<file path="config.mk">
export PLATFORM = sky130hd
export DESIGN_NAME = mc_ctrl_flat
export DESIGN_NICKNAME = d
export VERILOG_FILES = /design/src/rtl/mc_ctrl_pkg.sv /design/src/rtl/mc_ctrl_if.sv /design/src/rtl/mc_ctrl_decode.sv /design/src/rtl/mc_ctrl.sv /design/src/flat_wrapper.sv
export SDC_FILE = /design/constraint.sdc
export NUM_CORES = 1
export LEC_CHECK = 0
export CAP_MARGIN = 20
export CORE_MARGIN = 2
export CORE_UTILIZATION = 43
export CTS_CLUSTER_SIZE = 20
export DETAILED_ROUTE_END_ITERATION = 8
export PLACE_DENSITY = 0.8
export SLEW_MARGIN = 20
export SYNTH_ARGS = -nofsm -noshare
export SYNTH_HDL_FRONTEND = slang
export SYNTH_SLANG_ARGS = --single-unit
</file>
<file path="constraint.sdc">
create_clock -name clk -period 2.27 [get_ports clk]
set_input_delay 0.3405 -clock clk [delete_from_list [all_inputs] [get_ports clk]]
set_output_delay 0.3405 -clock clk [all_outputs]
set_load 0.05 [all_outputs]
</file>
<file path="src/rtl/mc_ctrl_pkg.sv">
// rtl/mc_ctrl_pkg.sv - shared encodings for the multi-cycle MIPS control FSM
package mc_ctrl_pkg;

  typedef enum logic [2:0] {
    S_FETCH  = 3'd0,
    S_DECODE = 3'd1,
    S_EXEC   = 3'd2,
    S_MEM    = 3'd3,
    S_WB     = 3'd4
  } state_e;

  typedef enum logic [2:0] {
    C_RTYPE, C_ALUI, C_LOAD, C_STORE, C_BRANCH, C_JUMP, C_ILLEGAL
  } cls_e;

  localparam logic [4:0] ALU_NOP = 5'd0,  ALU_ADD = 5'd1,  ALU_SUB = 5'd2,
                         ALU_AND = 5'd3,  ALU_OR  = 5'd4,  ALU_XOR = 5'd5,
                         ALU_NOR = 5'd6,  ALU_SLT = 5'd7,  ALU_SLTU = 5'd8,
                         ALU_SLL = 5'd9,  ALU_SRL = 5'd10, ALU_SRA = 5'd11,
                         ALU_LUI = 5'd12;

  localparam logic [3:0] NPC_PLUS4 = 4'd0, NPC_BRANCH = 4'd1, NPC_JUMP = 4'd2,
                         NPC_JR    = 4'd3, NPC_JALR   = 4'd4;

  localparam logic [1:0] GPRSEL_RD = 2'd0, GPRSEL_RT = 2'd1, GPRSEL_31 = 2'd2;
  localparam logic [1:0] WDSEL_ALU = 2'd0, WDSEL_MEM = 2'd1, WDSEL_PC  = 2'd2;

  // Word accesses (lw and sw) share code 0.
  localparam logic [3:0] LD_W = 4'd0, LD_B = 4'd1, LD_BU = 4'd2, LD_H = 4'd3,
                         LD_HU = 4'd4, ST_B = 4'd5, ST_H = 4'd6;

  localparam logic [5:0] OP_RTYPE = 6'h00, OP_J = 6'h02, OP_JAL = 6'h03,
                         OP_BEQ   = 6'h04, OP_BNE = 6'h05;
  localparam logic [5:0] FN_JR = 6'h08, FN_JALR = 6'h09;

endpackage

</file>
<file path="src/rtl/mc_ctrl_if.sv">
// rtl/mc_ctrl_if.sv - unified memory port handshake between control and memory
interface mc_ctrl_if;
  logic MemRead;
  logic MemWrite;
  logic IorD;
  logic mem_ready;

  modport master (output MemRead, output MemWrite, output IorD, input mem_ready);
  modport slave  (input MemRead, input MemWrite, input IorD, output mem_ready);
endinterface

</file>
<file path="src/rtl/mc_ctrl_decode.sv">
// rtl/mc_ctrl_decode.sv - Op/Funct to instruction class, ALU op, extension and load size
module mc_ctrl_decode
  import mc_ctrl_pkg::*;
(
  input  logic [5:0] op,
  input  logic [5:0] funct,
  output cls_e       cls,
  output logic [4:0] alu_op,
  output logic       ext_op,
  output logic [3:0] load_sel
);

  // Pure table lookup; anything not listed is illegal.
  always_comb begin
    cls      = C_ILLEGAL;
    alu_op   = ALU_NOP;
    ext_op   = 1'b1;
    load_sel = LD_W;
    case (op)
      OP_RTYPE: begin
        cls = C_RTYPE;
        case (funct)
          6'h20, 6'h21:     alu_op = ALU_ADD;
          6'h22, 6'h23:     alu_op = ALU_SUB;
          6'h24:            alu_op = ALU_AND;
          6'h25:            alu_op = ALU_OR;
          6'h26:            alu_op = ALU_XOR;
          6'h27:            alu_op = ALU_NOR;
          6'h2a:            alu_op = ALU_SLT;
          6'h2b:            alu_op = ALU_SLTU;
          6'h00:            alu_op = ALU_SLL;
          6'h02:            alu_op = ALU_SRL;
          6'h03:            alu_op = ALU_SRA;
          FN_JR, FN_JALR:   cls = C_JUMP;
          default:          cls = C_ILLEGAL;
        endcase
      end
      OP_J, OP_JAL:     cls = C_JUMP;
      OP_BEQ, OP_BNE: begin cls = C_BRANCH; alu_op = ALU_SUB; end
      6'h08, 6'h09:   begin cls = C_ALUI; alu_op = ALU_ADD; end
      6'h0a:          begin cls = C_ALUI; alu_op = ALU_SLT; end
      6'h0b:          begin cls = C_ALUI; alu_op = ALU_SLTU; end
      6'h0c:          begin cls = C_ALUI; alu_op = ALU_AND; ext_op = 1'b0; end
      6'h0d:          begin cls = C_ALUI; alu_op = ALU_OR;  ext_op = 1'b0; end
      6'h0e:          begin cls = C_ALUI; alu_op = ALU_XOR; ext_op = 1'b0; end
      6'h0f:          begin cls = C_ALUI; alu_op = ALU_LUI; ext_op = 1'b0; end
      6'h20:          begin cls = C_LOAD;  alu_op = ALU_ADD; load_sel = LD_B;  end
      6'h21:          begin cls = C_LOAD;  alu_op = ALU_ADD; load_sel = LD_H;  end
      6'h23:          begin cls = C_LOAD;  alu_op = ALU_ADD; load_sel = LD_W;  end
      6'h24:          begin cls = C_LOAD;  alu_op = ALU_ADD; load_sel = LD_BU; end
      6'h25:          begin cls = C_LOAD;  alu_op = ALU_ADD; load_sel = LD_HU; end
      6'h28:          begin cls = C_STORE; alu_op = ALU_ADD; load_sel = ST_B;  end
      6'h29:          begin cls = C_STORE; alu_op = ALU_ADD; load_sel = ST_H;  end
      6'h2b:          begin cls = C_STORE; alu_op = ALU_ADD; load_sel = LD_W;  end
      default:        cls = C_ILLEGAL;
    endcase
  end

endmodule

</file>
<file path="src/rtl/mc_ctrl.sv">
// rtl/mc_ctrl.sv - multi-cycle MIPS control FSM with memory-wait timeout
module mc_ctrl
  import mc_ctrl_pkg::*;
#(
  parameter int MEM_TIMEOUT = 16
) (
  input  logic       clk,
  input  logic       rstn,
  input  logic [5:0] Op,
  input  logic [5:0] Funct,
  input  logic       Zero,
  mc_ctrl_if.master  mem,
  output logic       PCWrite,
  output logic       IRWrite,
  output logic       RegWrite,
  output logic       ALUSrcA,
  output logic [1:0] ALUSrcB,
  output logic       EXTOp,
  output logic [4:0] ALUOp,
  output logic [3:0] NPCOp,
  output logic [1:0] GPRSel,
  output logic [1:0] WDSel,
  output logic [3:0] LOADSel,
  output logic       illegal,
  output logic       err,
  output logic [2:0] state
);

  localparam int CW = $clog2(MEM_TIMEOUT + 1);
  localparam logic [CW-1:0] TO_LAST = CW'(MEM_TIMEOUT - 1);

  state_e        state_q, state_d;
  logic [CW-1:0] cnt_q, cnt_d;

  cls_e       dec_cls;
  logic [4:0] dec_alu;
  logic       dec_ext;
  logic [3:0] dec_ls;

  mc_ctrl_decode u_decode (
    .op       (Op),
    .funct    (Funct),
    .cls      (dec_cls),
    .alu_op   (dec_alu),
    .ext_op   (dec_ext),
    .load_sel (dec_ls)
  );

  assign state = state_q;

  // State and wait counter; reset drops any in-flight memory request at once.
  always_ff @(posedge clk or negedge rstn) begin
    if (!rstn) begin
      state_q <= S_FETCH;
      cnt_q   <= '0;
    end else begin
      state_q <= state_d;
      cnt_q   <= cnt_d;
    end
  end

  // Next state and per-state strobes; the counter only survives a waiting cycle,
  // so any entry into FETCH or MEM starts it from zero.
  always_comb begin
    state_d      = state_q;
    cnt_d        = '0;
    PCWrite      = 1'b0;
    IRWrite      = 1'b0;
    RegWrite     = 1'b0;
    ALUSrcA      = 1'b0;
    ALUSrcB      = 2'd0;
    EXTOp        = 1'b0;
    ALUOp        = ALU_NOP;
    NPCOp        = NPC_PLUS4;
    GPRSel       = GPRSEL_RD;
    WDSel        = WDSEL_ALU;
    LOADSel      = LD_W;
    illegal      = 1'b0;
    err          = 1'b0;
    mem.MemRead  = 1'b0;
    mem.MemWrite = 1'b0;
    mem.IorD     = 1'b0;
    case (state_q)
      S_FETCH: begin
        mem.MemRead = 1'b1;
        if (mem.mem_ready) begin
          IRWrite = 1'b1;
          PCWrite = 1'b1;
          state_d = S_DECODE;
        end else if (cnt_q == TO_LAST) begin
          err = 1'b1;
        end else begin
          cnt_d = cnt_q + 1'b1;
        end
      end
      S_DECODE: begin
        ALUSrcB = 2'd3;
        EXTOp   = 1'b1;
        ALUOp   = ALU_ADD;
        state_d = S_EXEC;
        if (dec_cls == C_JUMP) begin
          PCWrite = 1'b1;
          state_d = S_FETCH;
          if (Op == OP_J) begin
            NPCOp = NPC_JUMP;
          end else if (Op == OP_JAL) begin
            NPCOp    = NPC_JUMP;
            RegWrite = 1'b1;
            GPRSel   = GPRSEL_31;
            WDSel    = WDSEL_PC;
          end else if (Funct == FN_JR) begin
            NPCOp = NPC_JR;
          end else begin
            NPCOp    = NPC_JALR;
            RegWrite = 1'b1;
            GPRSel   = GPRSEL_RD;
            WDSel    = WDSEL_PC;
          end
        end else if (dec_cls == C_ILLEGAL) begin
          illegal = 1'b1;
          state_d = S_FETCH;
        end
      end
      S_EXEC: begin
        ALUSrcA = 1'b1;
        ALUSrcB = (dec_cls == C_RTYPE || dec_cls == C_BRANCH) ? 2'd0 : 2'd2;
        EXTOp   = dec_ext;
        ALUOp   = dec_alu;
        case (dec_cls)
          C_BRANCH: begin
            NPCOp   = NPC_BRANCH;
            PCWrite = (Op == OP_BEQ) ? Zero : ~Zero;
            state_d = S_FETCH;
          end
          C_LOAD, C_STORE: state_d = S_MEM;
          default:         state_d = S_WB;
        endcase
      end
      S_MEM: begin
        mem.IorD     = 1'b1;
        mem.MemRead  = (dec_cls == C_LOAD);
        mem.MemWrite = (dec_cls == C_STORE);
        LOADSel      = dec_ls;
        if (mem.mem_ready) begin
          state_d = (dec_cls == C_STORE) ? S_FETCH : S_WB;
        end else if (cnt_q == TO_LAST) begin
          err     = 1'b1;
          state_d = S_FETCH;
        end else begin
          cnt_d = cnt_q + 1'b1;
        end
      end
      S_WB: begin
        RegWrite = 1'b1;
        GPRSel   = (dec_cls == C_RTYPE) ? GPRSEL_RD : GPRSEL_RT;
        WDSel    = (dec_cls == C_LOAD) ? WDSEL_MEM : WDSEL_ALU;
        LOADSel  = dec_ls;
        state_d  = S_FETCH;
      end
      default: state_d = S_FETCH;
    endcase
  end

endmodule

</file>
<file path="src/flat_wrapper.sv">
// flat-port wrapper written by rule: the top's interface ports become plain ports
module mc_ctrl_flat import mc_ctrl_pkg::*;
#(
  parameter int MEM_TIMEOUT = 16
)
  (clk, rstn, Op, Funct, Zero, PCWrite, IRWrite, RegWrite, ALUSrcA, ALUSrcB, EXTOp, ALUOp, NPCOp, GPRSel, WDSel, LOADSel, illegal, err, state, mem_MemRead, mem_MemWrite, mem_IorD, mem_mem_ready);
  mc_ctrl_if mem_i ();
  input  logic clk;
  input  logic rstn;
  input  logic [5:0] Op;
  input  logic [5:0] Funct;
  input  logic Zero;
  output logic PCWrite;
  output logic IRWrite;
  output logic RegWrite;
  output logic ALUSrcA;
  output logic [1:0] ALUSrcB;
  output logic EXTOp;
  output logic [4:0] ALUOp;
  output logic [3:0] NPCOp;
  output logic [1:0] GPRSel;
  output logic [1:0] WDSel;
  output logic [3:0] LOADSel;
  output logic illegal;
  output logic err;
  output logic [2:0] state;
  output wire logic [$bits(mem_i.MemRead)-1:0] mem_MemRead;
  output wire logic [$bits(mem_i.MemWrite)-1:0] mem_MemWrite;
  output wire logic [$bits(mem_i.IorD)-1:0] mem_IorD;
  input wire logic [$bits(mem_i.mem_ready)-1:0] mem_mem_ready;
  assign mem_MemRead = mem_i.MemRead;
  assign mem_MemWrite = mem_i.MemWrite;
  assign mem_IorD = mem_i.IorD;
  assign mem_i.mem_ready = mem_mem_ready;
  mc_ctrl #(.MEM_TIMEOUT(MEM_TIMEOUT)) u_core (.clk(clk), .rstn(rstn), .Op(Op), .Funct(Funct), .Zero(Zero), .mem(mem_i), .PCWrite(PCWrite), .IRWrite(IRWrite), .RegWrite(RegWrite), .ALUSrcA(ALUSrcA), .ALUSrcB(ALUSrcB), .EXTOp(EXTOp), .ALUOp(ALUOp), .NPCOp(NPCOp), .GPRSel(GPRSel), .WDSel(WDSel), .LOADSel(LOADSel), .illegal(illegal), .err(err), .state(state));
endmodule
</file>
Word-level counts from Yosys, hierarchy flattened
Cells that the tools add are included.

Bits in registers: 8. Input bits: 16. Output and inout bits: 32. Logic and storage cells: 130.

$add $sub $neg: 1. Equality and inequality tests: 46. Multiplexer cells: 60. Bitwise gates (word level): 1. Reduce and logical (&&, ||, !) cells: 20.

Operator list (number): == test 6 bit (second input constant) (18); == test 6 x 4 -> 1 bit (second input constant) (10); case mux 4 bit (11 select lines) (1); case mux 3 bit (6 select lines) (2); case mux 4 bit (9 select lines) (1); == test 6 x 2 -> 1 bit (second input constant) (4); two-way mux 1 bit (22); two-way mux 3 bit (7); two-way mux 2 bit (9); case mux 4 bit (2 select lines) (2); OR reduction 2 bit (8); two-way mux 5 bit (3); OR reduction 13 bit (1); == test 3 x 2 -> 1 bit (second input constant) (4); == test 3 bit (second input constant) (4); == test 6 x 3 -> 1 bit (second input constant) (2); logical NOT 6 bit (2); two-way mux 4 bit (3); case mux 2 bit (2 select lines) (3); case mux 3 bit (2 select lines) (2); case mux 3 bit (4 select lines) (1); OR reduction 10 bit (1); OR reduction 8 bit (1); logical NOT 3 bit (2); 13 further kinds (15).

Longest topological paths before layout
Gate-level depths: netlist (run 1).

Depth after elaboration: 8. Depth in mapped cells: 6. Mapped depth without buffers: 6.

Cells and area by module
From an unflattened synthesis (run 1), not the netlist that was laid out.

Cell total of the unflattened synthesis: 186. Area, all modules: 1338.8 um^2.

Modules (own cells, without submodules): mc_ctrl (times used 1, cells an instance 104, area an instance 833.3 um^2, seq. area each 200.2 um^2); mc_ctrl_decode (times used 1, cells an instance 82, area an instance 505.5 um^2, seq. area each 0.0 um^2).

Worst setup path after synthesis (run 1)
Ideal clock, no wire load.

Path type: register -> output. Start: reg u_core.state_q[1], in the netlist u_core.state[1]. End: out WDSel[0]. Arrival: 3492 ps. Data required time: 1929 ps. Path slack: -1563 ps. Cell stages (with the launch flop): 4. Path buffers: 0. Cell sequence: dfrtp_1 > nor2_1 > nand2_1 > a2111oi_0.

Cells in the longest elaborated chain, start to end: 2. Elaborated cells between the ends (all ways): 3. Classes of those cells: 2 x eq/ne; 1 x mux.

Ends and longest elaborated chain: start, declared (line mc_ctrl.sv:32) `state_e state_q, state_d;`; start signal, assigned (line mc_ctrl.sv:57) `state_q <= state_d;`; == test 3 bit / == test 3 x 1 -> 1 bit (equally long branches) (line mc_ctrl.sv:83) `case (state_q)`; case mux 2 bit (2 select lines) * (line mc_ctrl.sv:83); end, declared (line flat_wrapper.sv:22) `output logic [1:0] WDSel;`.

Every way passes the cells marked *; elsewhere a longest branch is shown, timed or not.

Worst setup path after layout (run 1)
Start: in Op[0]. End: out illegal.

Cells in the longest elaborated chain, start to end: 7. Elaborated cells between the ends (all ways): 32. Classes of those cells: 22 x eq/ne; 4 x mux; 6 x reduce/logical.

Ends and longest elaborated chain: start, declared (line flat_wrapper.sv:10) `input logic [5:0] Op;`; == test 6 x 4 -> 1 bit (tied with other cells) (line mc_ctrl_decode.sv:19) `case (op)`; OR reduction 8 bit (no line) (tied with other cells); case mux 3 bit (6 select lines) * (line mc_ctrl_decode.sv:19); == test 3 bit (line mc_ctrl.sv:119) `end else if (dec_cls == C_ILLEGAL) begin`; two-way mux 1 bit (line mc_ctrl.sv:119); two-way mux 1 bit * (line mc_ctrl.sv:101) `if (dec_cls == C_JUMP) begin`; two-way mux 1 bit * (line mc_ctrl.sv:83); end, declared (line flat_wrapper.sv:24) `output logic illegal;`.

Marked as above.

==> results.sh, run 1 <==
export IMPL_port_buffers=44
export IMPL_p_switching_mw=0.966
export IMPL_cts_buffers=3
export IMPL_setup_viol=13
export IMPL_relSlewSlack_pct=66.6
export IMPL_synth_top_family_by_area="simple AND/OR/NAND/NOR gates"
export IMPL_synth_edf_count=0
export IMPL_die_h_um=55.9
export IMPL_antenna_cells=0
export IMPL_htree_levels=1
export IMPL_nNetsFinal=282
export IMPL_cts_buffer_depth=2
export IMPL_wl_per_cell_um=27.3
export IMPL_wl_mm=8.02
export IMPL_worst_ep_arrival_time_ps=2190
export IMPL_hold_buffers=0
export IMPL_period_share_pct=111
export IMPL_tightest_slew_ps=500
export IMPL_skew_ps=1.07
export IMPL_p_comb_share_pct=79.7
export IMPL_status="finished with violations"
export IMPL_slowest_delay_ps=360
export IMPL_cp_slowest_cell="a311oi_1"
export IMPL_yosys_area_share_simple_pct=41.1
export IMPL_synth_async_reset_ratio_pct=100
export IMPL_r2r_slack_ps=460
export IMPL_synth_compound_area_share_pct=26.8
export IMPL_avgSynthCellArea_um2=6.72
export IMPL_wl_met2_mm=3.38
export IMPL_vias=2162
export IMPL_hpwlAfterDp_mm=3.83
export IMPL_synth_fa_ha_area_share_pct=1.08
export IMPL_antenna_found_initial=0
export IMPL_drc_errors=0
export IMPL_gr_total_overflow=0
export IMPL_ys_seq_area_share_pct=17.3
export IMPL_grt_pass1_wl_mm=10.2
export IMPL_regArea_um2=204
export IMPL_nFillCells=48
export IMPL_die_area_um2=3120
export IMPL_first_iter_violations=326
export IMPL_syn2layout_area_growth_pct=111
export IMPL_violations="negative setup slack"
export IMPL_dieWidth_um=55.9
export IMPL_cp_start_kind="primary input"
export IMPL_seqPwrFrac_pct=12.5
export IMPL_numClockSinks=8
export IMPL_path_class="in -> out"
export IMPL_place_gp_congestion=0.975
export IMPL_fmax_mhz=395
export IMPL_rsz0062_at_grt="yes"
export IMPL_cts_tree="yes"
export IMPL_clk_latency_ps=270
export IMPL_synth_cells=172
export IMPL_ys_flop_type="dfrtp_1"
export IMPL_switching_share_pct=54.1
export IMPL_yosys_area_share_xor_xnor_pct=2.27
export IMPL_topRoutingLayerUsed="met4"
export IMPL_synthMuxAreaShare_pct=1.84
export IMPL_fin_cells=294
export IMPL_period_minus_slack_ps=2530
export IMPL_worst_slack_ps=-259
export IMPL_hold_path_class="in -> async"
export IMPL_power_density_nw_per_um2=732
export IMPL_worst_path_dominant_cell_family="buffers and inverters"
export IMPL_path_max_fanout=6
export IMPL_fin_setup_tns_ps=-851
export IMPL_wl_met1_mm=2.52
export IMPL_hold_viol_final=0
export IMPL_cts_root_buf="clkbuf_4"
export IMPL_top_level_ports=48
export IMPL_vdd_ir_drop_max_v=0.000890
export IMPL_core_um2=2520
export IMPL_grt_pass1_vias=1978
export IMPL_avgViaCountPerCell=7.35
export IMPL_critPathRequiredTime_ps=1930
export IMPL_start_util_pct=45.8
export IMPL_ys_types=53
export IMPL_multi_input_area_um2=1090
export IMPL_netlist_area_um2=1160
export IMPL_cts_clk_slew_worst_paths_ps=70
export IMPL_maxSlewViolCount=0
export IMPL_synth_warnings=0
export IMPL_p_total_mw=1.79
export IMPL_rows=18
export IMPL_cap_viol_max_count=0
export IMPL_met3_length_mm=1.11
export IMPL_grtUsageTotal_pct=41.1
export IMPL_crit_buf_inv=3
export IMPL_ant_nets=0
export IMPL_grt_max_degree=11
export IMPL_ys_ff_latch=8
export IMPL_end_kind="primary output"
export IMPL_placed_cells=281
export IMPL_worstPathCellList="clkdlybuf4s15_1 -> buf_4 -> nand2b_1 -> nor4_1 -> a311oi_1 -> o211ai_1 -> and3b_2 -> buf_12"
export IMPL_drive_above_1_share_pct=53.0
export IMPL_p_clk_share_pct=7.9
export IMPL_p_int_mw=0.821
export IMPL_drt_pass1_iterations=6
export IMPL_p_leak_nw=1.05
[synth_stat cells, types with 3 or more instances]
cell / n / share of area, %
dfrtp_1: 8 / 17
buf_2: 3 / 1.3
and3_1: 4 / 2.2
nor2_1: 25 / 8.1
nor2b_1: 3 / 1.6
clkbuf_1: 3 / 0.97
nand3_1: 10 / 4.3
nand2_1: 12 / 3.9
o21ai_0: 13 / 5.6
nor4_1: 4 / 2.2
a21oi_1: 11 / 4.8
nor3_1: 6 / 2.6
buf_4: 5 / 3.2
nand2b_1: 8 / 4.3
inv_1: 10 / 3.2
[area by class of cell]
cell class / count / area share [%]
clock buffer: 4 / 1.08
inverter: 10 / 1.69
sequential: 8 / 8.35
tap: 30 / 1.54
timing repair buffer: 98 / 42.6
multi-input combinational: 144 / 44.7
[registers in the layout, summed over array words and instances (netlist names)]
register      cells
u_core.cnt_q      5
u_core.state      3
[through the flow]
stage	utilization (%)	setup slack (ps)	cell area, um2	hold WS [ps]
6_report	96.8	-259	2440	356
5_1_grt	96.8	-240	2440	377
4_1_cts	95.4	-7.88	2410	355
3_5_place_dp	89.2	-340	2250	463
3_3_place_gp	89.2	-234	2250	443
2_1_floorplan	-	-111	1280	44.9
[power groups by stage]
stage	registers, mW	clock network [mW]	logic [mW]
final	0.223	0.140	1.42
after global routing	0.220	0.141	1.45
after CTS	0.205	0.121	1.30
after detailed placement	0.227	0	1.21
after global placement	0.219	0	1.18
after floorplan	0.270	0	0.587
[cell usage in the layout, fill, tap and decap left out, types with 4 or more instances in the layout]
cell type | synthesis | final
buf_4 | 5 | 55
buf_12 | 0 | 23
nor2_1 | 25 | 19
nand2_1 | 12 | 9
inv_1 | 10 | 8
o21ai_0 | 13 | 8
nand3_1 | 10 | 7
nand2b_1 | 8 | 7
nor2_2 | 0 | 6
clkdlybuf4s50_1 | 0 | 6
a21oi_2 | 0 | 5
dfrtp_1 | 8 | 5
and3_1 | 4 | 4
nand2_2 | 1 | 4
o21ai_1 | 1 | 4
a21oi_1 | 11 | 4
clkbuf_2 | 1 | 4
[metal layers]
metal  vias to the layer above  global-route usage (%)
met3                       124                    5.35
li1                        804                       -
met1                       943                    48.2
met2                       291                    73.3
met4                         0                    19.7
met5                         -                       0
[cells by family (layout without fill, tap and decap cells)]
group,after synthesis,in the layout
simple gates,88,88
other cells,1,3
fa+ha+maj,1,1
flops,8,8
buf+inv,22,112
mux,2,2
xor+xnor,3,3
compound gates,47,47
[worst paths after layout]
path | start | end | cells after the start
hold reg to reg | u_core.cnt_q[0] | u_core.cnt_q[0] | 1
min in group clk | u_core.cnt_q[0] | u_core.cnt_q[0] | 1
max in group asynchronous | rstn | u_core.state[1] | 1
setup reg to reg | u_core.state[2] | u_core.state[1] | 4
setup / recovery | Op[0] | illegal | 8
hold / removal | rstn | u_core.cnt_q[3] | 1
[repair_timing]
action / CTS / global route
pin swaps: 8 / 4
gates resized for setup: 46 / 21
setup buffers: 8 / 1
setup endpoints to repair: 19 / 16
hold endpoints to repair: 0 / 0
Note: power is estimated with default switching activity, not from simulation.
==> inputs of run 2 (changes only) <==
--- a/config.mk
+++ b/config.mk
@@ -10,6 +10,8 @@
 export CORE_UTILIZATION = 43
 export CTS_CLUSTER_SIZE = 20
 export DETAILED_ROUTE_END_ITERATION = 8
+export HOLD_SLACK_MARGIN = 0.02
+export MAX_ROUTING_LAYER = met4
 export PLACE_DENSITY = 0.8
 export SLEW_MARGIN = 20
 export SYNTH_ARGS = -nofsm -noshare
==> run 2 against run 1 <==
Net effect: synthesized area is the same; the run now fails in global routing; synthesized cell count stayed put.
==> results.sh, run 2 <==
export IMPL_grt_max_degree=11
export IMPL_synth_common_cells="25 x nor2_1, 13 x o21ai_0, 12 x nand2_1"
export IMPL_rows=18
export IMPL_synth_top_area_share_pct=17.3
export IMPL_synth_area_leaders="dfrtp_1 17%, nor2_1 8.1%, o21ai_0 5.6%"
export IMPL_cts_buffer_depth=2
export IMPL_status="aborted with a tool error"
export IMPL_numClockSinks=8
export IMPL_worstEndpointType="primary output"
export IMPL_start_util_pct=45.8
export IMPL_synth_edf_count=0
export IMPL_error_line="[ERROR GRT-0232] Routing congestion too high. Check the congestion heatmap in the GUI."
export IMPL_gr_total_overflow=3
export IMPL_placed_cells=281
export IMPL_synth_warnings=0
export IMPL_place_gp_congestion=0.993
export IMPL_grtUsageTotal_pct=60.0
export IMPL_top_level_ports=48
export IMPL_cts_root_buf="clkbuf_4"
export IMPL_port_buffers=44
export IMPL_synth_cells=172
export IMPL_cts_buffers=3
export IMPL_htree_levels=1
export IMPL_dieWidth_um=55.9
export IMPL_crit_endpoint="illegal"
export IMPL_synth_async_reset_ratio_pct=100
export IMPL_ys_types=53
export IMPL_ys_flop_type="dfrtp_1"
export IMPL_haltStage="global routing"
export IMPL_hold_buffers=0
export IMPL_synth_most_common_cell="nor2_1"
export IMPL_netlist_area_um2=1160
export IMPL_synth_top_cell_by_area="dfrtp_1"
export IMPL_ys_seq_area_share_pct=17.3
export IMPL_avgSynthCellArea_um2=6.72
export IMPL_die_h_um=55.9
export IMPL_ys_ff_latch=8
export IMPL_hpwlAfterDp_mm=3.83
-- run 2: cells by family after synthesis --
kind of cell    share of synthesized area, %
mux                                     1.84
flops                                   17.3
simple gates                            41.1
compound gates                          26.8
buf+inv                                 9.20
xor+xnor                                2.27
fa+ha+maj                               1.08
other cells                            0.324
-- run 2: metal layers --
layer	overflow	GRT usage (%)
met2	0	82.0
met3	0	35.3
met1	0	54.5
met4	3	65.3
met5	-	-
-- run 2: metrics by stage --
step	instance area (um2)	utilization, %	setup slack, ps	setup TNS (ps)
floorplan	1280	-	-111	-111
global placement	2250	89.2	-234	-2180
detailed placement	2250	89.2	-340	-3610
CTS	2410	95.4	-7.88	-7.88
-- run 2: timing repair --
| action | CTS |
|---|---|
| pin swaps | 8 |
| buffers inserted | 8 |
| setup endpoints to repair | 19 |
| endpoints found under the hold margin | 0 |
| gates resized for setup | 46 |
==> inputs of run 3 (changes only) <==
--- a/config.mk
+++ b/config.mk
@@ -6,13 +6,10 @@
 export NUM_CORES = 1
 export LEC_CHECK = 0
 export CAP_MARGIN = 20
-export CORE_MARGIN = 2
-export CORE_UTILIZATION = 43
-export CTS_CLUSTER_SIZE = 20
+export CORE_AREA = 2 2 63 65
 export DETAILED_ROUTE_END_ITERATION = 8
-export HOLD_SLACK_MARGIN = 0.02
-export MAX_ROUTING_LAYER = met4
-export PLACE_DENSITY = 0.8
+export DIE_AREA = 0 0 65 67
+export PLACE_DENSITY_LB_ADDON = 0.15
 export SLEW_MARGIN = 20
 export SYNTH_ARGS = -nofsm -noshare
 export SYNTH_HDL_FRONTEND = slang
==> run 3 against run 2 <==
Net effect: the run now ends clean.
==> results.sh, run 3 (synthesis results as in run 1) <==
export IMPL_rows=22
export IMPL_path_max_fanout=6
export IMPL_start_util_pct=32.1
export IMPL_path_class="reg -> out"
export IMPL_numClockSinks=8
export IMPL_gr_total_overflow=0
export IMPL_status="finished, final reports clean"
export IMPL_place_gp_congestion=0.878
export IMPL_pre_cts_ws_ps=-265
export IMPL_drive_above_1_share_pct=50.6
export IMPL_cp_start_kind="register"
export IMPL_htree_levels=1
export IMPL_nFillCells=282
export IMPL_fin_util_pct=69.6
export IMPL_period_minus_slack_ps=2250
export IMPL_grtUsageTotal_pct=22.1
export IMPL_hold_path_class="in -> async"
export IMPL_cts_root_buf="clkbuf_8"
export IMPL_layout_common_cells="54 x buf_4, 23 x buf_12, 21 x nor2_1"
export IMPL_r2r_slack_ps=630
export IMPL_largest_register="u_core.cnt_q"
export IMPL_cts_buffer_depth=2
export IMPL_drt_pass1_iterations=4
export IMPL_wl_mm=4.73
export IMPL_setup_viol=0
export IMPL_cts_tree="yes"
export IMPL_hold_viol_final=0
export IMPL_critPathRequiredTime_ps=1930
export IMPL_layout_cells_most_common="buf_4"
export IMPL_p_leak_nw=1.08
export IMPL_end_kind="primary output"
export IMPL_top_level_ports=48
export IMPL_power_density_nw_per_um2=670
export IMPL_port_buffers=44
export IMPL_worst_slack_ps=18.1
export IMPL_fmax_mhz=444
export IMPL_maxSlewViolCount=0
export IMPL_die_h_um=67
export IMPL_p_total_mw=1.68
export IMPL_antenna_found_initial=0
export IMPL_wl_per_cell_um=15.1
export IMPL_avgViaCountPerCell=5.37
export IMPL_cap_viol_max_count=0
export IMPL_drc_errors=0
export IMPL_hpwlAfterDp_mm=3.50
export IMPL_grt_max_degree=13
export IMPL_die_area_um2=4360
export IMPL_antenna_cells=0
export IMPL_vias=1681
export IMPL_cts_clk_slew_worst_paths_ps=40
export IMPL_worst_ep_arrival_time_ps=1910
export IMPL_rsz0062_at_grt="yes"
export IMPL_core_um2=3610
export IMPL_cts_buffers=3
export IMPL_clk_latency_ps=240
export IMPL_syn2layout_area_growth_pct=117
export IMPL_ant_nets=0
export IMPL_vdd_ir_drop_max_v=0.000413
export IMPL_skew_ps=6.75
export IMPL_grt_pass1_wl_mm=7.60
export IMPL_dieWidth_um=65
export IMPL_first_iter_violations=92
export IMPL_period_share_pct=99.2
export IMPL_grt_pass1_vias=1680
export IMPL_nNetsFinal=283
export IMPL_largest_reg_flops=5
==> run 3: critical path, stage by stage, from the launching register on <==
cell and delay, ps:
dfrtp_2 450, or3b_4 430, or3_1 370, and3b_2 280, buf_12 140
==> run 3: final cells by class <==
cell class | count | area, um2 | share of cell area [%]
clock buffers | 4 | 45.0 | 1.80
inverters | 10 | 41.3 | 1.65
flip-flops and latches | 8 | 204 | 8.13
multi-input cells | 144 | 1080 | 43.2
repair buffers | 99 | 1070 | 42.8
well taps | 48 | 60.1 | 2.39
==> run 3: worst paths after layout <==
| check | start | endpoint | depth (start not counted) |
|---|---|---|---|
| setup reg to reg | u_core.state[1] | u_core.state[1] | 4 |
| setup / recovery | u_core.state[1] | illegal | 4 |
| max in group asynchronous | rstn | u_core.state[2] | 1 |
| min in group clk | u_core.cnt_q[0] | u_core.cnt_q[0] | 1 |
| hold reg to reg | u_core.cnt_q[0] | u_core.cnt_q[0] | 1 |
| hold / removal | rstn | u_core.cnt_q[4] | 1 |
==> run 3: metrics by stage <==
stage | setup TNS, ps | hold slack (ps) | cells | area, um2
after floorplan | -111 | 44.9 | 174 | 1280
after global placement | -1800 | 445 | 295 | 2240
after detailed placement | -2250 | 484 | 295 | 2240
after CTS | 0 | 387 | 311 | 2440
after global routing | -102 | 413 | 313 | 2510
final | 0 | 377 | 313 | 2510
==> run 3: power by group <==
| part | switching [mW] | internal (mW) |
|---|---|---|
| registers | 0.0406 | 0.175 |
| logic | 0.732 | 0.549 |
| clock network | 0.0616 | 0.122 |
| total | 0.834 | 0.846 |
==> run 3: timing repair <==
| action | in CTS | in global routing |
|---|---|---|
| pin swaps | 9 | 12 |
| endpoints found under the setup margin | 17 | 12 |
| buffers inserted | 12 | 2 |
| resized for setup | 40 | 18 |
| hold buffers | 0 | 0 |
==> run 3: per-layer routing <==
metal  share of wire, %  GRT usage [%]  vias to the layer above
li1                   -              -                      810
met1                 43           26.9                      792
met2                 50           37.8                       63
met3                4.5           3.55                       16
met4                2.7           10.9                        0
met5                  0              0                        -
==> inputs of run 4 (changes only) <==
--- a/config.mk
+++ b/config.mk
@@ -14,3 +14,4 @@
 export SYNTH_ARGS = -nofsm -noshare
 export SYNTH_HDL_FRONTEND = slang
 export SYNTH_SLANG_ARGS = --single-unit
+export TNS_END_PERCENT = 100
==> constraint.sdc (replaced) <==
create_clock -name clk -period 2.3 [get_ports clk]
set_input_delay 0.345 -clock clk [delete_from_list [all_inputs] [get_ports clk]]
set_output_delay 0.345 -clock clk [all_outputs]
set_load 0.05 [all_outputs]
==> run 4 against run 3 <==
Net effect: via count down 0.30%; highest routed layer unchanged; register-to-register slack better by 30 ps; cell area down 0.25%; flip-flop and latch count unchanged; routed wire length up 0.28%; combinational power about the same; clock skew about the same; critical path type unchanged; largest power group unchanged.
==> results.sh, run 4 (synthesis results as in run 1) <==
export IMPL_status="finished, final reports clean"
export IMPL_wl_mm=4.74
export IMPL_cts_buffer_depth=2
export IMPL_die_h_um=67
export IMPL_maxSlewViolCount=0
export IMPL_grt_max_degree=13
export IMPL_p_clk_share_pct=11.0
export IMPL_drc_errors=0
export IMPL_syn2layout_area_growth_pct=116
export IMPL_gr_total_overflow=0
export IMPL_hpwlAfterDp_mm=3.50
export IMPL_worst_ep_arrival_time_ps=1930
export IMPL_top_level_ports=48
export IMPL_p_int_mw=0.834
export IMPL_ant_nets=0
export IMPL_grt_pass1_wl_mm=7.60
export IMPL_fin_hold_ws_ps=381
export IMPL_layout_common_cells="54 x buf_4, 23 x buf_12, 21 x nor2_1"
export IMPL_cts_tree="yes"
export IMPL_end_kind="primary output"
export IMPL_path_max_fanout=6
export IMPL_worstPathCellList="or3b_4 -> or4_4 -> nand3_4 -> buf_12"
export IMPL_first_iter_violations=90
export IMPL_rows=22
export IMPL_drt_pass1_iterations=4
export IMPL_largest_register="u_core.cnt_q"
export IMPL_avgViaCountPerCell=5.35
export IMPL_die_area_um2=4360
export IMPL_cts_buffers=3
export IMPL_cp_slowest_cell="or4_4"
export IMPL_fin_cells=313
export IMPL_nNetsFinal=283
export IMPL_start_util_pct=32.1
export IMPL_drive_above_1_share_pct=49.1
export IMPL_numClockSinks=8
export IMPL_vias=1676
export IMPL_clk_latency_ps=240
export IMPL_period_share_pct=98.8
export IMPL_hold_path_class="in -> async"
export IMPL_power_density_nw_per_um2=661
export IMPL_p_switching_mw=0.820
export IMPL_p_leak_nw=1.08
export IMPL_fin_setup_tns_ps=0
export IMPL_critPathRequiredTime_ps=1960
export IMPL_place_gp_congestion=0.878
export IMPL_placed_cells=295
export IMPL_period_minus_slack_ps=2270
export IMPL_cp_start_kind="register"
export IMPL_skew_ps=6.99
export IMPL_seqPwrFrac_pct=12.8
export IMPL_cts_clk_slew_worst_paths_ps=40
export IMPL_cts_root_buf="clkbuf_8"
export IMPL_htree_levels=1
export IMPL_grt_pass1_vias=1689
export IMPL_antenna_found_initial=0
export IMPL_antenna_cells=0
export IMPL_rsz0062_at_grt="yes"
export IMPL_grtUsageTotal_pct=22.2
export IMPL_layout_cells_most_common="buf_4"
export IMPL_fmax_mhz=440
export IMPL_dieWidth_um=65
export IMPL_vdd_ir_drop_max_v=0.000407
export IMPL_path_class="reg -> out"
export IMPL_hold_viol_final=0
export IMPL_wl_per_cell_um=15.1
export IMPL_core_um2=3610
export IMPL_largest_reg_flops=5
export IMPL_port_buffers=44
export IMPL_slowest_delay_ps=540
export IMPL_cap_viol_max_count=0
export IMPL_switching_share_pct=49.6
export IMPL_p_comb_share_pct=76.2
export IMPL_setup_viol=0
[run 4: cell types whose count changed in the layout (fill, tap and decap cells not counted), sizes merged]
cell and change:
clkbuf -2, dlygate4sd2 +2
[run 4: worst paths after layout]
path / depth (start not counted) / slack, ps / endpoint / startpoint
max: 4 / 30 / RegWrite / u_core.state[1]
min: 1 / 380 / u_core.cnt_q[4] / rstn
max reg2reg: 4 / 660 / u_core.state[1] / u_core.state[1]
min reg2reg: 1 / 490 / u_core.cnt_q[0] / u_core.cnt_q[0]
max in group asynchronous: 1 / 1640 / u_core.state[2] / rstn
min in group clk: 1 / 490 / u_core.cnt_q[0] / u_core.cnt_q[0]
[run 4: critical path: cells and delay by family, from the launching register on]
family | cells | cell delay (ps)
and+or+nand+nor | 3 | 1080
DFF | 1 | 450
buffers and inverters | 1 | 140
[run 4: area by class of cell]
class	instances	area, um2
inverter	10	41.3
timing repair buffer	99	1080
tap	48	60.1
multi-input combinational	144	1070
clock buffer	4	45.0
sequential	8	204
fill	287	1100
[run 4: power by group through the flow]
stage	clock, mW	sequential, mW	combinational [mW]
floorplan	0	0.267	0.580
global placement	0	0.219	1.16
detailed placement	0	0.225	1.18
CTS	0.187	0.216	1.23
global route	0.201	0.215	1.32
finish	0.182	0.213	1.26
[run 4: timing repair]
action                                  4_1_cts  5_1_grt
endpoints found under the setup margin       17       10
resized for setup                            38       14
hold buffers                                  0        0
pin swaps                                     9       12
setup buffers                                12        2
[run 4: metal layers]
layer  routed length (um)  up-vias  GRT usage, %
li1                     -      808             -
met1                 1990      790          26.8
met2                 2370       65          37.6
met3                  262       13          3.89
met4                  116        0          11.2
met5                    0        -             0
[run 4: through the flow]
step / instance area (um2) / power (mW) / utilization (%) / setup WS, ps
after floorplan: 1280 / 0.846 / - / -85.8
after global placement: 2240 / 1.38 / 62.2 / -190
after detailed placement: 2240 / 1.40 / 62.2 / -244
after CTS: 2430 / 1.63 / 67.3 / 2.83
after global routing: 2500 / 1.74 / 69.4 / -30.6
final: 2500 / 1.65 / 69.4 / 28.3
